<file path="config.mk">
export PLATFORM = sky130hd
export DESIGN_NAME = ovb_split_flat
export DESIGN_NICKNAME = d
export VERILOG_FILES = /design/src/rtl/ovb_split_if.sv /design/src/rtl/ovb_split.sv /design/src/flat_wrapper.sv
export SDC_FILE = /design/constraint.sdc
export NUM_CORES = 1
export LEC_CHECK = 0
export CAP_MARGIN = 20
export CORE_ASPECT_RATIO = 1.25
export CORE_MARGIN = 2
export CORE_UTILIZATION = 35
export CTS_BUF_LIST = sky130_fd_sc_hd__clkbuf_8
export CTS_CLUSTER_SIZE = 10
export DETAILED_ROUTE_END_ITERATION = 16
export REMOVE_ABC_BUFFERS = 1
export SETUP_SLACK_MARGIN = 0.05
export SYNTH_ARGS = -nofsm -noshare
export SYNTH_HDL_FRONTEND = slang
export SYNTH_SLANG_ARGS = --single-unit
</file>
<file path="constraint.sdc">
create_clock -name clk -period 29.7 [get_ports clk]
set_clock_uncertainty 0.2 [all_clocks]
set_input_delay 5.94 -clock clk [delete_from_list [all_inputs] [get_ports clk]]
set_output_delay 5.94 -clock clk [all_outputs]
set_load 0.03 [all_outputs]
</file>
<file path="src/rtl/ovb_split_if.sv">
// ovb_split_if: write-side and 128-bit transmit-side signals of the output vector buffer.
interface ovb_split_if;
    logic         wen;
    logic         wlast;
    logic [255:0] wdata;
    logic         wready;
    logic         tvalid;
    logic         tready;
    logic         tleft;
    logic         tlast;
    logic [127:0] tdata;
    logic         busy;
    modport master (
        output wen, wlast, wdata, tready,
        input  wready, tvalid, tleft, tlast, tdata, busy
    );
    modport slave (
        input  wen, wlast, wdata, tready,
        output wready, tvalid, tleft, tlast, tdata, busy
    );
endinterface

</file>
<file path="src/rtl/ovb_split.sv">
// ovb_split: queues 256-bit vectors and emits each as two 128-bit beats, upper half first.
// Optional OVB_VEC_COUNT_EN adds a vec_count port counting vectors sent in the current stream.
module ovb_split #(
    parameter int DEPTH = 2
) (
    input logic clk,
    input logic reset,
    ovb_split_if.slave bus
`ifdef OVB_VEC_COUNT_EN
    ,
    output logic [15:0] vec_count
`endif
);
    localparam int AW = $clog2(DEPTH);
    localparam logic [AW:0] PTR_ONE = {{AW{1'b0}}, 1'b1};
    typedef enum logic [1:0] {IDLE, LEFT, RIGHT} state_t;
    state_t state, state_nx;
    logic [AW:0] wptr, rptr;
    logic [256:0] mem [DEPTH];
    logic [255:0] hold;
    logic hlast;
    logic empty, full, push, pop;
    assign empty = wptr == rptr;
    assign full = (wptr[AW] != rptr[AW]) && (wptr[AW-1:0] == rptr[AW-1:0]);
    assign push = bus.wen && !full;
    assign bus.wready = !full;
    // Popping in RIGHT on the accepted lower beat keeps vectors back to back.
    always_comb begin
        pop = !empty && (state == IDLE || (state == RIGHT && bus.tready));
        state_nx = state;
        if (pop)
            state_nx = LEFT;
        else if (state == LEFT && bus.tready)
            state_nx = RIGHT;
        else if (state == RIGHT && bus.tready)
            state_nx = IDLE;
    end
    always_ff @(posedge clk or negedge reset) begin
        if (!reset) begin
            state <= IDLE;
            wptr <= '0;
            rptr <= '0;
            hold <= '0;
            hlast <= 1'b0;
        end else begin
            state <= state_nx;
            if (push)
                wptr <= wptr + PTR_ONE;
            if (pop) begin
                rptr <= rptr + PTR_ONE;
                {hlast, hold} <= mem[rptr[AW-1:0]];
            end
        end
    end
    always_ff @(posedge clk)
        if (push)
            mem[wptr[AW-1:0]] <= {bus.wlast, bus.wdata};
    assign bus.tvalid = state != IDLE;
    assign bus.tleft = state == LEFT;
    assign bus.tlast = state == RIGHT && hlast;
    assign bus.tdata = bus.tleft ? hold[255:128] : hold[127:0];
    assign bus.busy = state != IDLE || !empty;
`ifdef OVB_VEC_COUNT_EN
    logic clr;
    always_ff @(posedge clk or negedge reset) begin
        if (!reset) begin
            vec_count <= '0;
            clr <= 1'b0;
        end else begin
            clr <= bus.tvalid && bus.tready && bus.tlast;
            vec_count <= clr ? '0 : (bus.tvalid && bus.tready && !bus.tleft) ? vec_count + 16'd1 : vec_count;
        end
    end
`endif
endmodule

</file>
<file path="src/flat_wrapper.sv">
// flat-port wrapper written by rule: the top's interface ports become plain ports
module ovb_split_flat 
#(
    parameter int DEPTH = 2
)
  (clk, reset, bus_wen, bus_wlast, bus_wdata, bus_tready, bus_wready, bus_tvalid, bus_tleft, bus_tlast, bus_tdata, bus_busy);
  ovb_split_if bus_i ();
  input logic clk;
  input logic reset;
  input wire logic [$bits(bus_i.wen)-1:0] bus_wen;
  input wire logic [$bits(bus_i.wlast)-1:0] bus_wlast;
  input wire logic [$bits(bus_i.wdata)-1:0] bus_wdata;
  input wire logic [$bits(bus_i.tready)-1:0] bus_tready;
  output wire logic [$bits(bus_i.wready)-1:0] bus_wready;
  output wire logic [$bits(bus_i.tvalid)-1:0] bus_tvalid;
  output wire logic [$bits(bus_i.tleft)-1:0] bus_tleft;
  output wire logic [$bits(bus_i.tlast)-1:0] bus_tlast;
  output wire logic [$bits(bus_i.tdata)-1:0] bus_tdata;
  output wire logic [$bits(bus_i.busy)-1:0] bus_busy;
  assign bus_i.wen = bus_wen;
  assign bus_i.wlast = bus_wlast;
  assign bus_i.wdata = bus_wdata;
  assign bus_i.tready = bus_tready;
  assign bus_wready = bus_i.wready;
  assign bus_tvalid = bus_i.tvalid;
  assign bus_tleft = bus_i.tleft;
  assign bus_tlast = bus_i.tlast;
  assign bus_tdata = bus_i.tdata;
  assign bus_busy = bus_i.busy;
  ovb_split #(.DEPTH(DEPTH)) u_core (.clk(clk), .reset(reset), .bus(bus_i));
endmodule
</file>
==> qor.csv, run 1 <==
stage;metric;value;unit
critical_path;crit path max fanout;35;
timing;Slew Viols, Final;0;
clock_tree;postcts setup bufs;0;
synth;Compound-Gate Fraction of Synth Area;0.142;%
grt;GR peak layer;met2;
timing;Setup-failing EPs final;0;
final_layout;share of cells above drive strength 1;40.4;%
synth;adder-cell area share of the yosys netlist;0;%
clock_tree;hold-fix buffers at CTS;0;
grt;grt met1 use;17.7;%
grt;total grt overflow;0;
final_layout;final-stage net count;2254;
route;Routed WL;68.9;mm
clock_tree;htree depth;4;
critical_path;Critical path buffers and inverters;4;
final_layout;Syn-to-layout area delta;24.4;%
pwr;Peak VDD IR;62.3;uV
grt;Total Routing Usage GR;15.1;%
critical_path;Cell Chain, Critical Path;inv_1, nor2_4, buf_4, buf_16, mux2_2, clkdlybuf4s50_1;
place;RePlAce Congestion;0.745;
synth;Synth Area in Simple Gates;0.154;%
final_layout;most common cell after layout, fill and taps aside;edfxtp_1;
job;Max-cap violations;0;
synth;post-synthesis sequential area ratio;71.2;%
clock_tree;CTS root buf;clkbuf_8;
clock_tree;Clock transition at path regs;60;ps
timing;Final Hold Fails;0;
grt;initial antenna violation count;12;
timing;Tcrit/Tclk final;33.7;%
critical_path;slowest CP cell;buf_4;
floorplan;die width;270;um
synth;synthesized flop and latch total;777;
critical_path;CP startpoint kind;flip-flop;
synth;Synth Area in XOR/XNOR;0.222;%
synth;largest family of logic cells by synthesized area;multiplexers;
critical_path;Req. time, crit path;23560;ps
synth;Synth warnings;0;
synth;mux share of post-synthesis cell area;26.0;%
grt;first-pass GRT wire length;104;mm
timing;maximum clock frequency;0.100;GHz
clock_tree;clock latency on the worst-skew pair;770;ps
timing;TNS Setup;0;ps
timing;worst rel slew slack;33.0;%
clock_tree;CTS Sinks;777;
route;antenna viol nets, final;0;
pwr;power density over the cells;117;nW/um^2
floorplan;Die Y-Extent;336;um
place;DP Wirelength;41.1;mm
synth;Syn Std Cell Area;30900;sq um
clock_tree;post-CTS resize count;0;
critical_path;largest incremental delay on the critical path;620;ps
floorplan;Std-Cell Core Area;87400;sq um
floorplan;Die ar.;90800;sq um
grt;vias in the first global route;16935;
grt;met2 Usage GRT;26.2;%
route;Remaining DRCs;0;
timing;RSZ-0062 raised after global routing;no;
route;vias per cell;4.59;
clock_tree;CTS tree;yes;
grt;met3 Use GR;4.43;%
floorplan;Cell Rows;121;
route;routed len/inst;21.0;um
floorplan;# IOs;394;
timing;minimum clock period;10000;ps
floorplan;Starting Density;35.4;%
critical_path;Setup CP Type;reg2out;
route;Iter 0 DRT Violations;579;
pwr;Design Power;0.00449;W
route;via count;15047;
pwr;Leak Pwr;14.4;nW
synth;Syn Area/Cell;20.4;sq um
clock_tree;Num CTS Buffers;132;
synth;post-synthesis instance total;1515;
outcome;status;complete, no violations;
min_path;worst hold path class;reg2reg;
critical_path;Critical Path AT;3860;ps
timing;Tightest Pin Transition;1010;ps
place;Port Buf Inserts;393;
synth;Cell variety after synth;27;
final_layout;leading cell types in the layout, fill and taps excluded;edfxtp_1 (514), mux2_2 (422), clkdlybuf4s50_1 (392);
route;DRT Pass-1 Iters;4;
grt;largest net degree at the start of global routing;125;
critical_path;Crit. End Element;output pin;
critical_path;cell family with most CP delay;buffers and inverters;
clock_tree;worst-case clock buffer depth;3;
## power breakdown
group	switching, W	internal (W)
Combinational	0.000877	0.000923
Clock	0.000440	0.000484
Sequential	0.000157	0.00161
## worst paths after layout
| check | cells after the start | to | from | slack (ps) |
|---|---|---|---|---|
| worst min-delay path | 1 | u_core.hold[220] | u_core.hold[220] | 300 |
| worst max-delay path | 6 | bus_tdata[77] | u_core.state[0] | 19700 |
| max in group asynchronous | 4 | u_core.hold[118] | reset | 22390 |
| worst max register to register | 6 | u_core.hold[253] | u_core.rptr[0] | 25150 |
| worst min register to register | 1 | u_core.hold[220] | u_core.hold[220] | 300 |
| min in group asynchronous | 1 | u_core.hold[195] | reset | 5010 |
## final cells by class
| class | instances | area (sq um) |
|---|---|---|
| antenna | 3 | 7.51 |
| clock buffer | 146 | 2010 |
| clock inverter | 99 | 556 |
| fill | 7691 | 48900 |
| inverter | 2 | 15.0 |
| multi-input combinational | 664 | 8240 |
| sequential | 777 | 22000 |
| tap | 1168 | 1460 |
| timing repair buffer | 416 | 4180 |
## cells in the mapped netlist
library cell | count | area, sq um
xnor2_1 | 4 | 35.0
buf_2 | 13 | 65.1
or3_1 | 1 | 6.26
xor2_1 | 2 | 17.5
buf_1 | 2 | 7.51
mux2_2 | 422 | 4750
buf_8 | 2 | 30.0
or2_2 | 1 | 6.26
edfxtp_1 | 514 | 15400
and3_1 | 1 | 6.26
a22oi_1 | 1 | 7.51
buf_6 | 3 | 33.8
o21ai_0 | 2 | 10.0
o211ai_1 | 1 | 7.51
nor2_1 | 2 | 7.51
inv_1 | 2 | 7.51
clkbuf_1 | 27 | 101
mux2_4 | 220 | 3300
buf_12 | 22 | 440
o211a_1 | 1 | 10.0
dfrtp_1 | 263 | 6580
buf_4 | 3 | 22.5
nand2_1 | 2 | 7.51
nand2b_1 | 1 | 6.26
o2111ai_1 | 1 | 8.76
xor2_2 | 1 | 16.3
or2b_1 | 1 | 7.51
## stage by stage
stage               hold slack, ps  instance area [sq um]  instances  setup WS [ps]  utilization (%)
global route                   315                  38500       3275          19490             44.1
global placement               286                  35800       3024          19590             41.0
floorplan                      258                  30200       1443          11820                -
detailed placement             289                  35900       3025          19520             41.1
CTS                            307                  38400       3270          19530             44.0
finish                         304                  38500       3275          19700             44.1
## cell families after synthesis
logic type,count (synthesis)
DFF,777
muxes,642
buffers and inverters,74
and+or+nand+nor,9
xor gates and xnor gates,7
AOI/OAI and AO/OA,6
## metal layers
| layer | vias up | wire length, um |
|---|---|---|
| li1 | 6766 | - |
| met1 | 7775 | 27900 |
| met2 | 371 | 35500 |
| met3 | 119 | 3890 |
| met4 | 16 | 1470 |
| met5 | - | 113 |
## state kept, by name, indices dropped and copies added, names as in the netlist
name / flops
u_core.mem: 514
u_core.hold: 256
u_core.rptr: 2
u_core.state: 2
u_core.wptr: 2
u_core.hlast: 1
No activity file was read; power rests on OpenSTA's default activity.
==> inputs of run 2 (changes only) <==
==> constraint.sdc (replaced) <==
create_clock -name clk -period 9.15 [get_ports clk]
set_clock_uncertainty 0.2 [all_clocks]
set_input_delay 1.83 -clock clk [delete_from_list [all_inputs] [get_ports clk]]
set_output_delay 1.83 -clock clk [all_outputs]
set_load 0.03 [all_outputs]
==> run 2 against run 1 <==
Net effect:
- combinational power increased to 3.2 times the previous value
- routed wire length decreased by 1.8%
- setup slack got worse by 17000 ps
- worst hold slack got worse by 2.7 ps
- non-clock buffer count decreased by 8
- total power increased to 3.3 times the previous value
- highest routed layer unchanged
==> qor.csv, run 2 (synthesized netlist as in run 1, its figures left out) <==
stage;metric;value;unit
outcome;status;complete, no violations;
floorplan;# IOs;394;
floorplan;Starting Density;35.4;%
critical_path;Setup CP Type;reg2out;
floorplan;Cell Rows;121;
final_layout;Syn-to-layout area delta;24.4;%
final_layout;multi-input combinational cell area;8240;sq um
critical_path;Critical Path AT;3960;ps
pwr;NetSw;0.00473;W
clock_tree;Clock transition at path regs;60;ps
pwr;combinational power share;39.8;%
route;routed len/inst;20.7;um
clock_tree;clock latency on the worst-skew pair;750;ps
timing;Tightest Pin Transition;1210;ps
floorplan;die width;270;um
critical_path;Req. time, crit path;7120;ps
clock_tree;Num CTS Buffers;132;
timing;Tcrit/Tclk final;65.5;%
place;DP Wirelength;39.2;mm
pwr;Peak VDD IR;233;uV
pwr;Leak Pwr;14.4;nW
grt;Total Routing Usage GR;14.8;%
timing;WHS;301;ps
critical_path;cell family with most CP delay;buffers and inverters;
route;Iter 0 DRT Violations;599;
timing;Final Hold Fails;0;
critical_path;largest incremental delay on the critical path;810;ps
critical_path;slowest CP cell;buf_4;
final_layout;most common cell after layout, fill and taps aside;edfxtp_1;
route;via count;14995;
clock_tree;post-CTS resize count;0;
clock_tree;CTS root buf;clkbuf_8;
grt;largest net degree at the start of global routing;138;
clock_tree;CTS tree;yes;
critical_path;cell mode on critical path;buf_4;
clock_tree;worst-case clock buffer depth;3;
floorplan;Std-Cell Core Area;87400;sq um
floorplan;Die Y-Extent;336;um
clock_tree;htree depth;4;
final_layout;fillcell total;7669;
final_layout;Reg area;22000;sq um
place;RePlAce Congestion;0.740;
critical_path;CP startpoint kind;flip-flop;
route;Remaining DRCs;0;
route;vias per cell;4.58;
clock_tree;hold-fix buffers at CTS;0;
place;Port Buf Inserts;393;
grt;total grt overflow;0;
critical_path;Crit. End Element;output pin;
grt;first-pass GRT wire length;103;mm
pwr;clock share of power;20.8;%
timing;Slew Viols, Final;0;
grt;initial antenna violation count;19;
critical_path;Cell Chain, Critical Path;inv_1, nor2_4, buf_4, buf_4, mux2_2, clkdlybuf4s50_1;
pwr;Sw Ratio;32.4;%
timing;maximum clock frequency;0.167;GHz
critical_path;crit path max fanout;52;
critical_path;Critical path buffers and inverters;4;
route;DRT Pass-1 Iters;6;
timing;minimum clock period;5990;ps
pwr;Design Power;0.0146;W
job;Max-cap violations;0;
route;antenna viol nets, final;0;
clock_tree;CTS Sinks;777;
pwr;power density over the cells;379;nW/um^2
timing;Setup-failing EPs final;0;
grt;vias in the first global route;16790;
final_layout;final-stage net count;2246;
final_layout;share of cells above drive strength 1;40.2;%
min_path;worst hold path class;reg2reg;
route;Routed WL;67.6;mm
timing;RSZ-0062 raised after global routing;no;
pwr;Int Pwr;0.00986;W
floorplan;Die ar.;90800;sq um
timing;worst rel slew slack;19.3;%
pwr;sequential power share;39.4;%
final_layout;max reg flops;514;
final_layout;leading cell types in the layout, fill and taps excluded;edfxtp_1 (514), mux2_2 (422), clkdlybuf4s50_1 (392);
clock_tree;postcts setup bufs;0;
## run 2: changes by cell type in the layout (fill, tap and decap cells not counted), moves of 3 or more
cell	previous run	this run
clkbuf_8	146	156
buf_4	19	9
clkinv_2	15	10
buf_12	2	6
inv_6	7	3
diode_2	3	11
clkinv_1	11	14
## run 2: cell type report
| cell class | instances | area share (%) |
|---|---|---|
| Tap cell | 1168 | 3.80 |
| Antenna cell | 11 | 0.0715 |
| Timing Repair Buffer | 408 | 10.7 |
| Inverter | 2 | 0.0390 |
| Clock inverter | 89 | 1.22 |
| Multi-Input combinational cell | 664 | 21.4 |
| Clock buffer | 156 | 5.58 |
| Sequential cell | 777 | 57.2 |
## run 2: path summary, 6_finish.rpt
kind / startpoint / end / slack [ps] / depth (start not counted)
setup / recovery: u_core.state[0] / bus_tdata[77] / 3160 / 6
hold / removal: u_core.hold[53] / u_core.hold[53] / 300 / 1
setup reg to reg: u_core.rptr[0] / u_core.hold[64] / 5250 / 4
hold reg to reg: u_core.hold[53] / u_core.hold[53] / 300 / 1
max in group asynchronous: reset / u_core.hold[75] / 6310 / 3
min in group asynchronous: reset / u_core.hold[20] / 790 / 1
## run 2: per-stage QoR
stage                     utilization, %  cells  cell area (sq um)  setup slack [ps]  TNS [ps]
after CTS                           44.0   3264              38500              2960         0
final                               44.1   3275              38500              3160         0
after detailed placement            41.1   3019              35900              3860         0
after global routing                44.1   3271              38500              2870         0
after floorplan                        -   1443              30200             -8730  -4397200
after global placement              41.1   3019              35900              3850         0
## run 2: power groups by stage
stage          Sequential, W  Clock (W)  Combinational [W]
6_report             0.00575    0.00304            0.00581
5_1_grt              0.00588    0.00332            0.00617
4_1_cts              0.00576    0.00317            0.00593
3_5_place_dp         0.00580          0            0.00590
3_3_place_gp         0.00575          0            0.00582
2_1_floorplan        0.00597          0            0.00482
## run 2: worst register-to-register path, delay by kind of cell (launching register included)
| kind | cells | cell delay (ps) |
|---|---|---|
| xor+xnor | 1 | 370 |
| buf+inv | 1 | 660 |
| compound gates | 1 | 750 |
| flops | 1 | 990 |
| mux | 1 | 810 |
## run 2: per-layer routing
layer	vias up	GRT usage, %	part of all wire, %
met3	136	5.26	6.8
li1	6765	-	-
met4	16	5.95	2.6
met5	-	0	0.16
met1	7688	17.3	40
met2	390	25.0	51
